`config.mk`:
```
export PLATFORM = sky130hd
export DESIGN_NAME = cache_arbiter
export DESIGN_NICKNAME = d
export VERILOG_FILES = /design/src/rtl/cache_arbiter.sv
export SDC_FILE = /design/constraint.sdc
export NUM_CORES = 1
export LEC_CHECK = 0
export CAP_MARGIN = 40
export CORE_AREA = 5 5 269 271
export CTS_CLUSTER_DIAMETER = 200
export DETAILED_ROUTE_END_ITERATION = 6
export DIE_AREA = 0 0 274 276
export GPL_TIMING_DRIVEN = 0
export PLACE_DENSITY = 0.34
export SLEW_MARGIN = 20
export SYNTH_ARGS = -nofsm -noshare
export SYNTH_HDL_FRONTEND = slang
export SYNTH_SLANG_ARGS = --single-unit
```
`constraint.sdc`:
```
create_clock -name clk -period 3.3 [get_ports clk]
set_input_delay 0.825 -clock clk [delete_from_list [all_inputs] [get_ports clk]]
set_output_delay 0.825 -clock clk [all_outputs]
set_load 0.02 [all_outputs]
```
`src/rtl/cache_arbiter.sv`:
```
// Two-requester arbiter sharing one physical memory port between the I-cache and D-cache.
// Define CACHE_ARBITER_ROUND_ROBIN_EN to alternate grants on simultaneous requests (default: D-cache wins).
module cache_arbiter #(
  parameter int ADDR_WIDTH = 16,
  parameter int LINE_WIDTH = 128
) (
  input  logic                  clk,
  input  logic                  rst,
  input  logic                  icache_read,
  input  logic [ADDR_WIDTH-1:0] icache_address,
  output logic [LINE_WIDTH-1:0] icache_rdata,
  output logic                  icache_resp,
  input  logic                  dcache_read,
  input  logic                  dcache_write,
  input  logic [ADDR_WIDTH-1:0] dcache_address,
  input  logic [LINE_WIDTH-1:0] dcache_wdata,
  output logic [LINE_WIDTH-1:0] dcache_rdata,
  output logic                  dcache_resp,
  output logic                  pmem_read,
  output logic                  pmem_write,
  output logic [ADDR_WIDTH-1:0] pmem_address,
  output logic [LINE_WIDTH-1:0] pmem_wdata,
  input  logic [LINE_WIDTH-1:0] pmem_rdata,
  input  logic                  pmem_resp
);
  typedef enum logic [1:0] {IDLE, SERVE_I, SERVE_D} state_t;

  state_t                state_q, state_d;
  logic [ADDR_WIDTH-1:0] addr_q, addr_d;
  logic [LINE_WIDTH-1:0] wdata_q, wdata_d;
  logic                  write_q, write_d;
  logic                  d_req, pick_d;

  assign d_req = dcache_read | dcache_write;

`ifdef CACHE_ARBITER_ROUND_ROBIN_EN
  // prio_d_q set means the D-cache wins the next tie (last grant went to the I-cache)
  logic prio_d_q, prio_d_d;
  assign pick_d = d_req & (~icache_read | prio_d_q);
`else
  assign pick_d = d_req;
`endif

  assign icache_rdata = pmem_rdata;
  assign dcache_rdata = pmem_rdata;
  assign pmem_address = addr_q;
  assign pmem_wdata   = wdata_q;

  always_ff @(posedge clk) begin
    if (rst) begin
      state_q  <= IDLE;
      addr_q   <= '0;
      wdata_q  <= '0;
      write_q  <= 1'b0;
`ifdef CACHE_ARBITER_ROUND_ROBIN_EN
      prio_d_q <= 1'b1;
`endif
    end else begin
      state_q  <= state_d;
      addr_q   <= addr_d;
      wdata_q  <= wdata_d;
      write_q  <= write_d;
`ifdef CACHE_ARBITER_ROUND_ROBIN_EN
      prio_d_q <= prio_d_d;
`endif
    end
  end

  always_comb begin
    state_d     = state_q;
    addr_d      = addr_q;
    wdata_d     = wdata_q;
    write_d     = write_q;
`ifdef CACHE_ARBITER_ROUND_ROBIN_EN
    prio_d_d    = prio_d_q;
`endif
    pmem_read   = 1'b0;
    pmem_write  = 1'b0;
    icache_resp = 1'b0;
    dcache_resp = 1'b0;
    case (state_q)
      IDLE: begin
        if (pick_d) begin
          state_d  = SERVE_D;
          addr_d   = dcache_address;
          wdata_d  = dcache_wdata;
          write_d  = dcache_write;
`ifdef CACHE_ARBITER_ROUND_ROBIN_EN
          prio_d_d = 1'b0;
`endif
        end else if (icache_read) begin
          state_d  = SERVE_I;
          addr_d   = icache_address;
          wdata_d  = '0;
          write_d  = 1'b0;
`ifdef CACHE_ARBITER_ROUND_ROBIN_EN
          prio_d_d = 1'b1;
`endif
        end
      end
      SERVE_I: begin
        pmem_read = 1'b1;
        if (pmem_resp) begin
          icache_resp = 1'b1;
          state_d     = IDLE;
        end
      end
      SERVE_D: begin
        pmem_read  = ~write_q;
        pmem_write = write_q;
        if (pmem_resp) begin
          dcache_resp = 1'b1;
          state_d     = IDLE;
        end
      end
      default: state_d = IDLE;
    endcase
  end
endmodule

```
Word level (Yosys, flattened, before mapping):

Index checks and enable logic that the tools add are counted.

* add/subtract/negate cells: 0
* $mul: 0
* divide/modulo/power cells: 0
* order comparisons: 0
* eq/ne operators: 4
* shift operators: 0
* mux-type cells: 15
* bitwise gates (word level): 2
* reduce and logical (&&, ||, !) cells: 5

Operators by type and width (count)
* 128-bit 2-to-1 mux: 2
* 16-bit 2-to-1 mux: 2
* 1-bit 2-to-1 mux: 6
* 2-bit 2-to-1 mux: 3
* 2-bit case mux with 2 select lines: 1
* 2-bit AND reduction: 2
* 3-bit inequality test (second input constant): 1
* 2-bit by 1-bit equality test with 1-bit output (second input constant): 1
* 2-bit equality test (second input constant): 1
* 2-bit zero test: 1
* 2-bit by 1-bit inequality test with 1-bit output (second input constant): 1
* 1-bit case mux with 2 select lines: 1
* 2-bit nonzero test: 1
* 2-bit OR reduction: 1
* 1-bit inverter: 1
* 1-bit OR: 1

* bits in registers: 147
* latch bits: 0
* bits in writable memories: 0
* bits in read-only memories: 0
* bits of input ports: 294
* output and inout port bits: 404
* memories: 0

Longest topological paths before layout:

Gate-level depths: netlist of run 1.

* word-level depth: 4
* gate-level depth with buffers: 7
* mapped depth without buffers: 5

Worst setup path before layout of run 1:

OpenSTA, ideal clock, no wires.

* kind: input port to flip-flop
* from: input dcache_write
* to: register wdata_q[103] (netlist: pmem_wdata[103])
* data arrival time: 1842 ps
* required time: 3241 ps
* slack: 1399 ps
* cell stages on the path: 6
* path buffers: 3
* path through: buf_4 -> o31a_1 -> nor2_2 -> buf_4 -> buf_6 -> a22o_1

* cells in the longest elaborated chain, start to end: 3
* elaborated cells on any way between the ends: 4
* those cells by class: 1 x mux; 1 x bitwise; 2 x reduce/logical

Ends and longest elaborated chain
* start, declared: line 14 `input logic dcache_write,`
* 1-bit OR *: line 34 `assign d_req = dcache_read | dcache_write;`
* 2-bit nonzero test (no line)
* 2-bit AND reduction (no line)
* end signal, assigned: line 61 `wdata_q <= wdata_d;`
* end, declared: line 30 `logic [LINE_WIDTH-1:0] wdata_q, wdata_d;`

Mark *: on every way between the ends. The rest lies on a longest branch, timed or not.
A chain may end at the register's enable or synchronous reset.

Final worst setup path of run 1:

* from: input pmem_resp
* to: output dcache_resp

* cells in the longest elaborated chain, start to end: 2

Ends and longest elaborated chain
* start, declared: line 24 `input logic pmem_resp`
* 1-bit 2-to-1 mux: line 111 `if (pmem_resp) begin`
* 1-bit 2-to-1 mux: line 81 `case (state_q)`
* end, declared: line 18 `output logic dcache_resp,`

No other way between the ends.

==> out/results.tsv, run 1 <==
stage	metric	value	unit
run_status	status	finished clean	
sta	min_period_over_period	88.75	%
sta	finalHoldViolations	0	
drt	routedWlPerCell	16.01	um
cts	cts-hold-fix-buffers	0	
pwr	power_frac_clock	30.8	%
pwr	irDropWorstVdd	249.6	uV
floorplan	dieArea	75620	um2
global_route	grt_overflow	0	
worst_hold_path	min_from	pmem_wdata[38]$_SDFFE_PP0P_	
setup_path	timing.rr.end	pmem_wdata[91]$_SDFFE_PP0P_	
synthesis	synth_edf_count	0	
cts	cts.htree.levels	4	
setup_path	crit_slowest_cell	clkdlybuf4s50_1	
sta	worstMarginPinSlew	0.6419	ns
setup_path	crit_type	primary input to output pin	
final_layout	nFillCells	7650	
synthesis	async_reset_ff_share	0	%
final_layout	nets	1542	
floorplan	fp.dieH	276	um
pwr	leakage	0.005641	uW
final_layout	syn_to_final_growth	109.3	%
drt	drc_errors	0	
global_route	grt_pass1_vias	7156	
synthesis	synthCells	659	
cts	cts_sinks	147	
sta	rsz0062_at_grt	no	
floorplan	num_rows	97	
drt	drt_first_pass_iters	6	
final_layout	final_cells	2200	
synthesis	synth_cell_type_count	25	
placement	dp.final_hpwl	29.39	mm
synthesis	synth_top_cell_by_area	dfxtp_1	
setup_path	worstPathArrival	2.10	ns
pwr	p_per_area	443.8	nW/um2
synthesis	synthTopCellsByArea	dfxtp_1 43%, buf_4 29%, a22o_1 17%, buf_6 2.2%, a311oi_1 2.1%	
setup_path	r2r_slack	1.16	ns
sta	max_freq	0.3414	GHz
synthesis	synth_seq_cells	147	
cts	path_clk_slew	0.06	ns
drt	finalWirelength	35.23	mm
setup_path	cp-startpoint	pmem_resp	
placement	place_inst	2166	
placement	routabilityCongestion	0.6972	
drt	ant_nets	0	
drt	drtIter0Drc	165	
setup_path	crit_path_frequent_cell	clkdlybuf4s50_1	
setup_path	cp-start-kind	primary input	
floorplan	io_pins	698	
pwr	p_comb_share	35.6	%
sta	whs	0.4691	ns
drt	vias_per_cell	3.026	
synthesis	synth_top_cell_area_share	43.41	%
synthesis	synth_top_cells_by_count	258 x buf_4, 147 x dfxtp_1, 128 x a22o_1, 17 x nor2_1, 17 x o21ai_0	
setup_path	crit_path_end_kind	output pin	
cts	cts_setup_buffers	0	
pwr	p_sw	2056	uW
sta	final_max_slew_viol_count	0	
floorplan	start_util	9.748	%
floorplan	die_w	274	um
drt	dr_total_vias	6658	
setup_path	max_stage_delay	0.62	ns
pwr	switching_share	32.64	%
global_route	grt_max_degree	17	
sta	skew	0.01560	ns
synthesis	ys_seq_area_share	43.41	%
setup_path	crit_end	dcache_resp	
global_route	track_usage	8.945	%
cts	numCtsBuffers	17	
cts	insertion_delay	0.47	ns
synthesis	avgSynthCellArea	10.29	um2
setup_path	required	2.47	ns
cts	cts-root-buf	clkbuf_16	
synthesis	yosysMostFrequentCell	buf_4	
pwr	p_seq_share	33.6	%
setup_path	timing.rr.start	state_q[0]$_SDFFE_PP0P_	
sta	setup_tns	0	ns
pwr	p_int	4242	uW
synthesis	syn_nets	956	
final_layout	layout-drive-gt1-share	25.36	%
synthesis	ys.flop_type	dfxtp_1	
setup_path	path_cells	clkdlybuf4s50_1 > and2_1 > clkdlybuf4s50_1	
cts	cts_buffer_depth	2	
worst_hold_path	hold_depth	1	
global_route	grt_pass1_wl	49.85	mm
placement	place.port_buffers	567	
global_route	antenna_found_initial	1	
setup_path	critPathMaxFanout	4	
sta	slew_headroom	57.21	%
sta	setup_viol	0	
synthesis	netlist_area	6779	um2
setup_path	reg2reg_depth	6	
final_layout	fin_util	20.41	%
cts	cts_tree	done	
worst_hold_path	hp-class	flop to flop	
floorplan	core	69540	um2
job	max-cap-violations	0	
cts	cts_resized	0	
sta	period_minus_slack	2.929	ns
synthesis	yosysWarnings	0	
stage by stage:
stage / setup slack, ns / instance area [um2] / total power [uW]
5_1_grt: 0.3306 / 14190 / 6629
3_5_place_dp: 0.3431 / 13630 / 4442
6_report: 0.3713 / 14190 / 6298
4_1_cts: 0.3431 / 14190 / 6474
3_3_place_gp: 0.3549 / 13630 / 4441
2_1_floorplan: 1.399 / 6779 / 3244
state kept, by name, indices dropped and copies added (netlist names):
signal / cells
state_q: 2
write_q: 1
pmem_wdata: 128
pmem_address: 16
cells by family after synthesis:
logic type | synth area share [%]
buf+inv | 32.47
compound gates | 20.58
flops | 43.41
simple gates | 2.990
fa+ha+maj | 0.5538
area by class of cell:
| cell class | count | area, um2 | area share [%] |
|---|---|---|---|
| Sequential cell | 147 | 2943 | 20.74 |
| Clock inverter | 11 | 105.1 | 0.7406 |
| Buffer | 294 | 2190 | 15.43 |
| Clock buffer | 21 | 450.4 | 3.174 |
| Inverter | 3 | 11.26 | 0.07935 |
| Tap cell | 940 | 1176 | 8.288 |
| Multi-Input combinational cell | 215 | 1635 | 11.52 |
| Antenna cell | 2 | 5.005 | 0.03527 |
| Timing Repair Buffer | 567 | 5675 | 39.99 |
power by group through the flow:
stage               Sequential (uW)  Combinational (uW)  Clock, uW
floorplan                      2380                 859          0
global placement               2150                2290          0
detailed placement             2150                2290          0
CTS                            2120                2300       2060
global route                   2140                2380       2110
finish                         2110                2240       1940
critical path: cells and delay by family:
family	cells	cell delay, ns
AND/OR/NAND/NOR	1	0.14
buffers and inverters	2	1.13
cell usage in the layout (no fill, tap or decap), types with 2 or more instances in the layout:
cell type        instances
clkinv_2                 3
nor2b_1                  2
nor2_1                  17
dfxtp_1                147
buf_2                   16
and2_1                   3
diode_2                  2
buf_6                   13
o21ai_0                 17
inv_1                    3
clkbuf_16               17
a22o_1                 128
clkbuf_1                10
nand2_1                 16
buf_4                  258
clkinv_4                 5
a21oi_1                  2
nand2b_1                 2
clkdlybuf4s50_1        567
ha_1                     3
a311oi_1                16
routing by layer:
| metal | GRT usage (%) | up-vias | wire, um |
|---|---|---|---|
| met5 | 0 | - | 0 |
| met2 | 16.38 | 354 | 18460 |
| li1 | - | 3227 | - |
| met3 | 4.162 | 27 | 3680 |
| met1 | 8.850 | 3050 | 12510 |
| met4 | 3.079 | 0 | 580 |
worst min-delay path by stage:
stage	end	slack, ns
floorplan	state_q[1]$_SDFFE_PP0P_	0.47
global placement	pmem_wdata[13]$_SDFFE_PP0P_	0.46
detailed placement	pmem_wdata[81]$_SDFFE_PP0P_	0.45
CTS	pmem_wdata[106]$_SDFFE_PP0P_	0.48
global route	pmem_wdata[25]$_SDFFE_PP0P_	0.48
finish	pmem_wdata[38]$_SDFFE_PP0P_	0.47
Power figures use the tool's default switching activity.
==> run 2, diff against run 1 <==
CAP_MARGIN = 0   (was 40)
==> results of run 2 <==
Final layout, timing and power as in run 1 (identical DEF).
==> run 3, diff against run 2 <==
PLACE_DENSITY = 0.46   (was 0.34)
==> run 3 against run 2 <==
Clock power about the same. Final cell count hardly changed. Non-clock buffer count is the same. Sequential power about the same. Worst setup slack got worse by 0.0079 ns. Critical endpoint is now icache_resp. Largest power group unchanged.
==> out/results.tsv, run 3 (synthesized netlist as in run 1, its figures left out) <==
stage	metric	value	unit	change
run_status	status	finished clean		unchanged
sta	slew_headroom	26.52	%	was 57.21%
setup_path	crit_path_frequent_cell	clkdlybuf4s50_1		unchanged
sta	finalHoldViolations	0		unchanged
sta	final_max_slew_viol_count	0		unchanged
setup_path	critPathMaxFanout	4		unchanged
sta	worstMarginPinSlew	1.102	ns	was 0.6419 ns
pwr	p_per_area	444.3	nW/um2	was 443.8 nW/um2
cts	cts_resized	0		unchanged
floorplan	start_util	9.748	%	unchanged
global_route	track_usage	8.403	%	was 8.945%
global_route	antenna_found_initial	0		was 1
setup_path	reg2reg_depth	5		was 6
final_layout	largest_reg_flops	128		unchanged
final_layout	mostFrequentLayoutCell	clkdlybuf4s50_1		unchanged
cts	numCtsBuffers	17		unchanged
cts	cts_tree	done		unchanged
placement	routabilityCongestion	0.7552		was 0.6972
job	max-cap-violations	0		unchanged
global_route	grt_pass1_vias	7572		was 7156
setup_path	crit_slowest_cell	clkdlybuf4s50_1		unchanged
placement	place_inst	2166		unchanged
global_route	grt_pass1_wl	47.37	mm	was 49.85 mm
cts	cts-root-buf	clkbuf_16		unchanged
worst_hold_path	hp-class	flop to flop		unchanged
pwr	irDropWorstVdd	259.8	uV	was 249.6 uV
cts	cts-hold-fix-buffers	0		unchanged
placement	dp.final_hpwl	27.71	mm	was 29.39 mm
drt	drc_errors	0		unchanged
drt	ant_nets	0		unchanged
final_layout	final_cell_area	14200	um2	was 14190 um2
pwr	leakage	0.005643	uW	was 0.005641 uW
drt	finalWirelength	33.13	mm	was 35.23 mm
setup_path	crit_path_end_kind	output pin		unchanged
sta	min_period_over_period	88.99	%	was 88.75%
setup_path	required	2.47	ns	about the same
final_layout	final_cells	2199		was 2200
sta	skew	0.01031	ns	was 0.01560 ns
final_layout	mostFrequentLayoutCells	567 x clkdlybuf4s50_1, 258 x buf_4, 147 x dfxtp_1, 128 x a22o_1		unchanged
final_layout	layout-drive-gt1-share	25.44	%	was 25.36%
setup_path	crit_type	primary input to output pin		unchanged
floorplan	dieArea	75620	um2	unchanged
worst_hold_path	hold_depth	1		unchanged
drt	drtIter0Drc	220		was 165
final_layout	syn_to_final_growth	109.4	%	was 109.3%
cts	path_clk_slew	0.07	ns	was 0.06 ns
setup_path	worstPathArrival	2.11	ns	was 2.10 ns
global_route	grt_overflow	0		unchanged
setup_path	max_stage_delay	0.63	ns	was 0.62 ns
final_layout	nets	1542		unchanged
sta	max_freq	0.3405	GHz	was 0.3414 GHz
floorplan	core	69540	um2	unchanged
setup_path	path_cells	clkdlybuf4s50_1 > and2_1 > clkdlybuf4s50_1		unchanged
floorplan	io_pins	698		unchanged
sta	setup_viol	0		unchanged
cts	cts_buffer_depth	2		unchanged
floorplan	num_rows	97		unchanged
cts	cts.htree.levels	4		unchanged
sta	period_minus_slack	2.937	ns	was 2.929 ns
drt	routedWlPerCell	15.06	um	was 16.01 um
cts	insertion_delay	0.47	ns	about the same
drt	dr_total_vias	6710		was 6658
placement	place.port_buffers	567		unchanged
floorplan	fp.dieH	276	um	unchanged
placement	dpl_cell_area	13630	um2	unchanged
global_route	grt_max_degree	17		unchanged
floorplan	die_w	274	um	unchanged
sta	rsz0062_at_grt	no		unchanged
drt	vias_per_cell	3.051		was 3.026
sta	setup_tns	0	ns	unchanged
cts	cts_setup_buffers	0		unchanged
cts	cts_sinks	147		unchanged
drt	drt_first_pass_iters	4		was 6
setup_path	cp-start-kind	primary input		unchanged
## run 3: changes by cell type in the layout (fill, tap and decap cells not counted), sizes merged
cell,change
clkinv,-4
clkinvlp,+1
inv,+4
diode,-1
clkbuf,-1
## run 3: path summary, 6_finish.rpt
path / slack, ns / end / start
min reg2reg: 0.47 / pmem_wdata[106]$_SDFFE_PP0P_ / pmem_wdata[106]$_SDFFE_PP0P_
max: 0.36 / icache_resp / pmem_resp
min: 0.47 / pmem_wdata[106]$_SDFFE_PP0P_ / pmem_wdata[106]$_SDFFE_PP0P_
max reg2reg: 1.15 / pmem_wdata[6]$_SDFFE_PP0P_ / state_q[0]$_SDFFE_PP0P_
## run 3: layout make-up
| cell class | count | area, um2 |
|---|---|---|
| multi-input cells | 215 | 1635 |
| flip-flops and latches | 147 | 2943 |
| repair buffers | 567 | 5675 |
| diodes | 1 | 2.502 |
| fillers | 7641 | 55340 |
| inverters | 3 | 11.26 |
| clock buffers | 20 | 446.7 |
| clock inverters | 12 | 118.9 |
| plain buffers | 294 | 2190 |
| well taps | 940 | 1176 |
## run 3: where the power goes
part	total (uW)	internal [uW]	leakage (uW)	switching [uW]
combinational	2240	1190	0.00416	1040
sequential	2110	1990	0.00121	123
clock	1960	1070	0.000274	889
## run 3: worst max-delay path: cells and delay by family
| kind | cells | cell delay (ns) |
|---|---|---|
| buffers and inverters | 2 | 1.13 |
| AND/OR/NAND/NOR | 1 | 0.15 |
## run 3: per-stage QoR
step | total power [uW] | hold slack [ns] | utilization [%] | setup slack [ns]
after floorplan | 3244 | 0.4705 | - | 1.399
after global placement | 4415 | 0.4546 | 19.60 | 0.3315
after detailed placement | 4423 | 0.4553 | 19.60 | 0.3412
after CTS | 6499 | 0.4785 | 20.41 | 0.3386
after global routing | 6667 | 0.4890 | 20.41 | 0.3196
final | 6308 | 0.4730 | 20.42 | 0.3634
## run 3: routing by layer
layer  wire length [um]  share of wire [%]  GRT usage, %
met5                  0                  0             0
met4                750                2.3         3.273
met3               3914                 12         4.457
met2              17320                 52         15.56
met1              11140                 34         7.685
